$ cat src/rtl/bt656_line_scheduler_if.sv
`default_nettype none
// +--------------------------------------------------------------------+
// | bt656_line_scheduler_if : write port from the scheduler to the FIFO |
// | Revision 1.0                                                         |
// +--------------------------------------------------------------------+
interface bt656_line_scheduler_if;
  logic       wr_req;
  logic [7:0] wr_data;
  logic       fifo_room;

  modport master (output wr_req, output wr_data, input fifo_room);
  modport slave  (input wr_req, input wr_data, output fifo_room);
endinterface
`default_nettype wire

$ cat src/rtl/bt656_line_scheduler.sv
`default_nettype none
// +--------------------------------------------------------------------+
// | bt656_line_scheduler : BT.656 TRS decode, line admission, Y capture |
// | Optional macro BT656_XY_PROTECT_EN enables XY protection-bit check. |
// | Revision 1.0                                                         |
// +--------------------------------------------------------------------+
module bt656_line_scheduler #(
  parameter int LINE_WIDTH   = 720,
  parameter int ACTIVE_LINES = 288
) (
  input  logic                          bt_clock,
  input  logic                          reset,
  input  logic [7:0]                    bt_data,
  input  logic                          enable,
  bt656_line_scheduler_if.master        fifo,
  output logic                          line_start,
  output logic                          field_start,
  output logic                          field_id,
  output logic [9:0]                    line_num,
  output logic                          locked,
  output logic [7:0]                    drop_count,
  output logic                          trs_err
);

  localparam int              CNT_W     = $clog2(2 * LINE_WIDTH);
  localparam logic [CNT_W-1:0] LAST_BYTE = CNT_W'(2 * LINE_WIDTH - 1);
  localparam logic [9:0]       LINE_CAP  = 10'(ACTIVE_LINES);

  typedef enum logic [2:0] {
    S_HUNT   = 3'd0,
    S_T1     = 3'd1,
    S_T2     = 3'd2,
    S_XY     = 3'd3,
    S_ACTIVE = 3'd4,
    S_SKIP   = 3'd5
  } state_t;

  state_t           state_q, state_d;
  logic [CNT_W-1:0] byte_cnt_q, byte_cnt_d;
  logic             wr_req_q, wr_req_d;
  logic [7:0]       wr_data_q, wr_data_d;
  logic             line_start_q, line_start_d;
  logic             field_start_q, field_start_d;
  logic             field_id_q, field_id_d;
  logic [9:0]       line_num_q, line_num_d;
  logic             locked_q, locked_d;
  logic [7:0]       drop_count_q, drop_count_d;
  logic             trs_err_q, trs_err_d;
  logic             capture_q, capture_d;
  logic             vblank_q, vblank_d;

  logic xy_f, xy_v, xy_h, xy_valid;
  assign xy_f = bt_data[6];
  assign xy_v = bt_data[5];
  assign xy_h = bt_data[4];

`ifdef BT656_XY_PROTECT_EN
  assign xy_valid = bt_data[7] &&
                    (bt_data[3:0] == {xy_v ^ xy_h, xy_f ^ xy_h, xy_f ^ xy_v, xy_f ^ xy_v ^ xy_h});
`else
  assign xy_valid = bt_data[7];
`endif

  always_comb begin
    state_d       = state_q;
    byte_cnt_d    = byte_cnt_q;
    wr_req_d      = 1'b0;
    wr_data_d     = wr_data_q;
    line_start_d  = 1'b0;
    field_start_d = 1'b0;
    field_id_d    = field_id_q;
    line_num_d    = line_num_q;
    locked_d      = locked_q;
    drop_count_d  = drop_count_q;
    trs_err_d     = 1'b0;
    capture_d     = capture_q;
    vblank_d      = vblank_q;

    unique case (state_q)
      S_HUNT: if (bt_data == 8'hFF) state_d = S_T1;
      S_T1:   state_d = (bt_data == 8'h00) ? S_T2 : S_HUNT;
      S_T2:   state_d = (bt_data == 8'h00) ? S_XY : S_HUNT;
      S_XY: begin
        state_d = S_HUNT;
        if (!xy_valid) begin
          trs_err_d = 1'b1;
          locked_d  = 1'b0;
        end else if (xy_v) begin
          vblank_d = 1'b1;
        end else if (!xy_h) begin
          // First active SAV after blanking: lock, and the field starts locked.
          if (vblank_q) begin
            vblank_d      = 1'b0;
            locked_d      = 1'b1;
            field_start_d = 1'b1;
            field_id_d    = xy_f;
            line_num_d    = 10'd0;
            capture_d     = enable;
          end
          byte_cnt_d = '0;
          state_d    = S_SKIP;
          if (locked_d && capture_d) begin
            if (fifo.fifo_room && (line_num_d < LINE_CAP)) begin
              state_d      = S_ACTIVE;
              line_start_d = 1'b1;
            end else if (drop_count_q != 8'hFF) begin
              drop_count_d = drop_count_q + 8'd1;
            end
          end
        end
      end
      S_ACTIVE, S_SKIP: begin
        // A stray FF means the line was cut short; treat it as the next TRS.
        if (bt_data == 8'hFF) begin
          trs_err_d = 1'b1;
          locked_d  = 1'b0;
          state_d   = S_T1;
        end else begin
          wr_req_d   = (state_q == S_ACTIVE) && byte_cnt_q[0];
          if (wr_req_d) wr_data_d = bt_data;
          byte_cnt_d = byte_cnt_q + CNT_W'(1);
          if (byte_cnt_q == LAST_BYTE) begin
            state_d = S_HUNT;
            if (line_num_q < LINE_CAP) line_num_d = line_num_q + 10'd1;
          end
        end
      end
      default: state_d = S_HUNT;
    endcase
  end

  always_ff @(posedge bt_clock or posedge reset) begin
    if (reset) begin
      state_q       <= S_HUNT;
      byte_cnt_q    <= '0;
      wr_req_q      <= 1'b0;
      wr_data_q     <= 8'd0;
      line_start_q  <= 1'b0;
      field_start_q <= 1'b0;
      field_id_q    <= 1'b0;
      line_num_q    <= 10'd0;
      locked_q      <= 1'b0;
      drop_count_q  <= 8'd0;
      trs_err_q     <= 1'b0;
      capture_q     <= 1'b0;
      vblank_q      <= 1'b0;
    end else begin
      state_q       <= state_d;
      byte_cnt_q    <= byte_cnt_d;
      wr_req_q      <= wr_req_d;
      wr_data_q     <= wr_data_d;
      line_start_q  <= line_start_d;
      field_start_q <= field_start_d;
      field_id_q    <= field_id_d;
      line_num_q    <= line_num_d;
      locked_q      <= locked_d;
      drop_count_q  <= drop_count_d;
      trs_err_q     <= trs_err_d;
      capture_q     <= capture_d;
      vblank_q      <= vblank_d;
    end
  end

  assign fifo.wr_req  = wr_req_q;
  assign fifo.wr_data = wr_data_q;
  assign line_start   = line_start_q;
  assign field_start  = field_start_q;
  assign field_id     = field_id_q;
  assign line_num     = line_num_q;
  assign locked       = locked_q;
  assign drop_count   = drop_count_q;
  assign trs_err      = trs_err_q;

endmodule
`default_nettype wire

$ cat src/flat_wrapper.sv
// flat-port wrapper written by rule: the top's interface ports become plain ports
module bt656_line_scheduler_flat 
#(
  parameter int LINE_WIDTH   = 720,
  parameter int ACTIVE_LINES = 288
)
  (bt_clock, reset, bt_data, enable, line_start, field_start, field_id, line_num, locked, drop_count, trs_err, fifo_wr_req, fifo_wr_data, fifo_fifo_room);
  bt656_line_scheduler_if fifo_i ();
  input  logic bt_clock;
  input  logic reset;
  input  logic [7:0] bt_data;
  input  logic enable;
  output logic line_start;
  output logic field_start;
  output logic field_id;
  output logic [9:0] line_num;
  output logic locked;
  output logic [7:0] drop_count;
  output logic trs_err;
  output wire logic [$bits(fifo_i.wr_req)-1:0] fifo_wr_req;
  output wire logic [$bits(fifo_i.wr_data)-1:0] fifo_wr_data;
  input wire logic [$bits(fifo_i.fifo_room)-1:0] fifo_fifo_room;
  assign fifo_wr_req = fifo_i.wr_req;
  assign fifo_wr_data = fifo_i.wr_data;
  assign fifo_i.fifo_room = fifo_fifo_room;
  bt656_line_scheduler #(.LINE_WIDTH(LINE_WIDTH), .ACTIVE_LINES(ACTIVE_LINES)) u_core (.bt_clock(bt_clock), .reset(reset), .bt_data(bt_data), .enable(enable), .fifo(fifo_i), .line_start(line_start), .field_start(field_start), .field_id(field_id), .line_num(line_num), .locked(locked), .drop_count(drop_count), .trs_err(trs_err));
endmodule
$ cat config.mk
export PLATFORM = sky130hd
export DESIGN_NAME = bt656_line_scheduler_flat
export DESIGN_NICKNAME = d
export VERILOG_FILES = /design/src/rtl/bt656_line_scheduler_if.sv /design/src/rtl/bt656_line_scheduler.sv /design/src/flat_wrapper.sv
export SDC_FILE = /design/constraint.sdc
export NUM_CORES = 1
export LEC_CHECK = 0
export CAP_MARGIN = 0
export CORE_MARGIN = 5
export CORE_UTILIZATION = 56
export CTS_BUF_LIST = sky130_fd_sc_hd__clkbuf_4 sky130_fd_sc_hd__clkbuf_8 sky130_fd_sc_hd__clkbuf_16
export DETAILED_ROUTE_END_ITERATION = 16
export GPL_TIMING_DRIVEN = 0
export PLACE_DENSITY_LB_ADDON = 0.12
export SYNTH_ARGS = -nofsm -noshare
export SYNTH_HDL_FRONTEND = slang
export SYNTH_SLANG_ARGS = --single-unit
$ cat constraint.sdc
create_clock -name bt_clock -period 3.5 [get_ports bt_clock]
set_input_delay 0.525 -clock bt_clock [delete_from_list [all_inputs] [get_ports bt_clock]]
set_output_delay 0.525 -clock bt_clock [all_outputs]
set_load 0.005 [all_outputs]
==> flow_summary_export.csv <==
group,metric,value,unit
floorplan,pin_count,44,
worst_setup_path,worstPathMaxFanout,9,
worst_setup_path,critPathCaptureType,"register",
floorplan,die_w,74.8,um
worst_setup_path,critical_path_arrival,2.37,ns
logic_synthesis,synthCells,224,
pwr,power_density_normalized_to_cell_area,495,nW/um^2
logic_synthesis,ys_seq_area_share,51.1,%
pwr,vdd.ir_drop.worst,381,uV
layout,fin_nets,290,
global_route,grt_use_total,19.9,%
sta,hold-worst-slack,0.483,ns
logic_synthesis,yosys-top-cells-area,"sky130_fd_sc_hd__dfrtp_1 (51%), sky130_fd_sc_hd__nand2_1 (4.5%), sky130_fd_sc_hd__mux2_2 (4.3%), sky130_fd_sc_hd__xnor2_1 (3.7%), sky130_fd_sc_hd__nand3_1 (2.8%)",
drt,routed_via_density,5.75,
cts,cts_root_buf,"sky130_fd_sc_hd__clkbuf_8",
placement,detailed_place_hpwl,3.62,mm
worst_hold_path,min-delay-path-class,"register to register",
layout,diodes,0,
pwr,p_leak,1.30,nW
floorplan,placementRows,23,
layout,area_delta_synth_final,25.8,%
drt,routed-via-count,1874,
logic_synthesis,cell_area_after_technology_mapping,2350,um^2
cts,cts-buffers-inserted,5,
cts,cts_max_path_buffers,2,
sta,timing.fmax,460,MHz
drt,routed_wire_length_per_instance,15.0,um
logic_synthesis,netlist.top_cell.by_area,"sky130_fd_sc_hd__dfrtp_1",
drt,drc,0,
global_route,global_route_wire_length_before_repair,8.56,mm
cts,tritoncts,"yes",
cts,clock_sinks,48,
logic_synthesis,synth_flop_cell,"sky130_fd_sc_hd__dfrtp_1",
sta,finalHoldViolCount,0,
drt,firstDrtPassIters,4,
worst_setup_path,critPathSlowestCell,"sky130_fd_sc_hd__clkdlybuf4s50_1",
floorplan,floorplan.initialDensity,58.3,%
global_route,overflow,0,
sta,post-route-min-period,2.17,ns
global_route,via_count_of_the_first_global_routing_pass,1855,
sta,finalClockSkew,0.0106,ns
sta,slew_headroom,68.4,%
drt,wirelength,4.88,mm
sta,setup_tns,0,ns
worst_setup_path,criticalPathCategory,"input port to register",
sta,fin_crit_sh,62.1,%
worst_setup_path,cp.required,3.69,ns
cts,clk_pin_slew_worst_paths,0.08,ns
layout,drive_above_1_share,11.2,%
global_route,grt_max_degree,32,
floorplan,floorplan.die.height,74.8,um
cts,clock_insertion_delay_worst_skew,0.31,ns
job,maxCapViolCount,0,
worst_setup_path,worstPathCellList,"clkdlybuf4s50_1, nand4_1, o21a_1, nand3b_2, mux2_2",
cts,post-cts-setup-buffer-count,0,
logic_synthesis,yosys_top_cell_area_share,51.1,%
worst_setup_path,cp-start-kind,"input port",
sta,grt_setup_unrepaired,"no",
logic_synthesis,syn-num-nets,239,
status,outcome,"completed",
logic_synthesis,synth-edff-count,0,
placement,place.port_buffers,43,
drt,initialDrtViolationCount,115,
global_route,antenna_violations_before_repair,0,
cts,ctsResizeCount,0,
cts,postCtsHoldBufs,0,
logic_synthesis,yosysWarnings,0,
pwr,post-layout-total-power,0.00146,W
cts,ctsHtreeMaxLevel,2,
sta,worst_slew_pin_slew,0.474,ns
logic_synthesis,syn_avg_cell_area,10.5,um^2
logic_synthesis,postSynthRegisterBits,48,
floorplan,die_outline_area,5590,um^2
floorplan,core_region_area,4030,um^2
worst_setup_path,crit_path_max_incr_delay,0.56,ns
logic_synthesis,synth_cell_type_count,50,
logic_synthesis,synth_async_sr_flop_share,100,%
placement,place_congestion,0.754,
sta,final-max-slew-violation-count,0,
drt,antenna_violating_nets_post_route,0,
sta,finalSetupViolCount,0,
==> path summary, 6_finish.rpt <==
path / from / end / slack, ns / cells past startpoint
max reg2reg: u_core.byte_cnt_q[0] / u_core.line_num[8] / 1.62 / 6
max in group asynchronous: reset / u_core.byte_cnt_q[6] / 2.49 / 3
min reg2reg: u_core.capture_q / u_core.capture_q / 0.48 / 2
min in group asynchronous: reset / u_core.fifo.wr_data[5] / 0.52 / 2
max: bt_data[6] / u_core.fifo.wr_data[1] / 1.33 / 5
min: u_core.capture_q / u_core.capture_q / 0.48 / 2
==> layout make-up <==
class	instances	area, um^2
Clock buffer	6	82.6
Inverter	7	26.3
Fill cell	292	1070
Buffer	4	27.5
Multi-Input combinational cell	165	1090
Tap cell	50	62.6
Clock inverter	2	10.0
Sequential cell	48	1200
Timing Repair Buffer	44	450
==> synth_stat cells (2+ instances only) <==
cell type / number
sky130_fd_sc_hd__a21oi_1: 2
sky130_fd_sc_hd__a31oi_1: 3
sky130_fd_sc_hd__and4_1: 4
sky130_fd_sc_hd__xor2_1: 6
sky130_fd_sc_hd__or3_1: 2
sky130_fd_sc_hd__nor4_1: 3
sky130_fd_sc_hd__nand4_1: 8
sky130_fd_sc_hd__o21ai_0: 10
sky130_fd_sc_hd__nand3_1: 13
sky130_fd_sc_hd__nand2_1: 28
sky130_fd_sc_hd__ha_1: 3
sky130_fd_sc_hd__o31ai_1: 3
sky130_fd_sc_hd__and3_1: 6
sky130_fd_sc_hd__dfrtp_1: 48
sky130_fd_sc_hd__nand2b_1: 4
sky130_fd_sc_hd__mux2_2: 9
sky130_fd_sc_hd__and2_1: 6
sky130_fd_sc_hd__nor2_1: 15
sky130_fd_sc_hd__a21boi_0: 2
sky130_fd_sc_hd__xnor2_1: 10
sky130_fd_sc_hd__inv_1: 7
sky130_fd_sc_hd__nor3_1: 3
sky130_fd_sc_hd__o22a_1: 2
==> flip-flops by register name, summed over array words and instances, names as in the netlist <==
signal and count:
u_core.vblank_q 1, u_core.field_start 1, u_core.trs_err 1, u_core.field_id 1
u_core.locked 1, u_core.capture_q 1, u_core.drop_count 8, u_core.state_q 3
u_core.fifo.wr_req 1, u_core.line_start 1, u_core.line_num 10, u_core.byte_cnt_q 11
u_core.fifo.wr_data 8
==> layout by cell type, fill, tap and decap left out, drive strengths merged, types with 7 or more instances in the layout <==
cell type / synthesis / routed
and3: 7 / 7
clkbuf: 1 / 7
clkdlybuf4s50: 0 / 43
dfrtp: 48 / 48
inv: 7 / 7
mux2: 10 / 10
nand2: 28 / 28
nand3: 13 / 13
nand4: 9 / 9
nor2: 15 / 15
o21ai: 12 / 12
xnor2: 10 / 10
==> cells by family after synthesis <==
family          count (synthesis)  share of synthesized area, %
mux                            11                          5.22
compound gates                 33                          10.0
buf+inv                        11                          2.29
xor+xnor                       16                          5.96
fa+ha+maj                       3                          1.60
flops                          48                          51.1
simple gates                  102                          23.8
==> critical path, delay by kind of cell <==
kind                   cells  cell delay, ns
multiplexers               1            0.37
AO/OA/AOI/OAI              1            0.35
buffers and inverters      1            0.56
AND/OR/NAND/NOR            2            0.55
==> stage by stage <==
stage	cells	worst slack (ns)	util, %	instance area, um^2
after floorplan	224	1.78	-	2350
after global placement	317	0.910	70.6	2840
after detailed placement	318	1.00	71.1	2860
after CTS	326	1.30	73.4	2960
after global routing	326	1.21	73.4	2960
final	326	1.33	73.4	2960
==> routing by layer <==
layer | global-route usage, % | routed length (um) | vias to the layer above
li1 | - | - | 911
met1 | 25.4 | 2150 | 907
met2 | 33.0 | 2370 | 49
met3 | 5.07 | 283 | 7
met4 | 7.51 | 74 | 0
met5 | 0 | 0 | -
==> where the power goes <==
part	switching, W	total [W]	internal [W]
clock network	0.000186	0.000344	0.000158
registers	0.0000823	0.000739	0.000656
logic	0.000156	0.000380	0.000223
total	0.000424	0.00146	0.00104
Note: power is estimated with default switching activity, not from simulation.
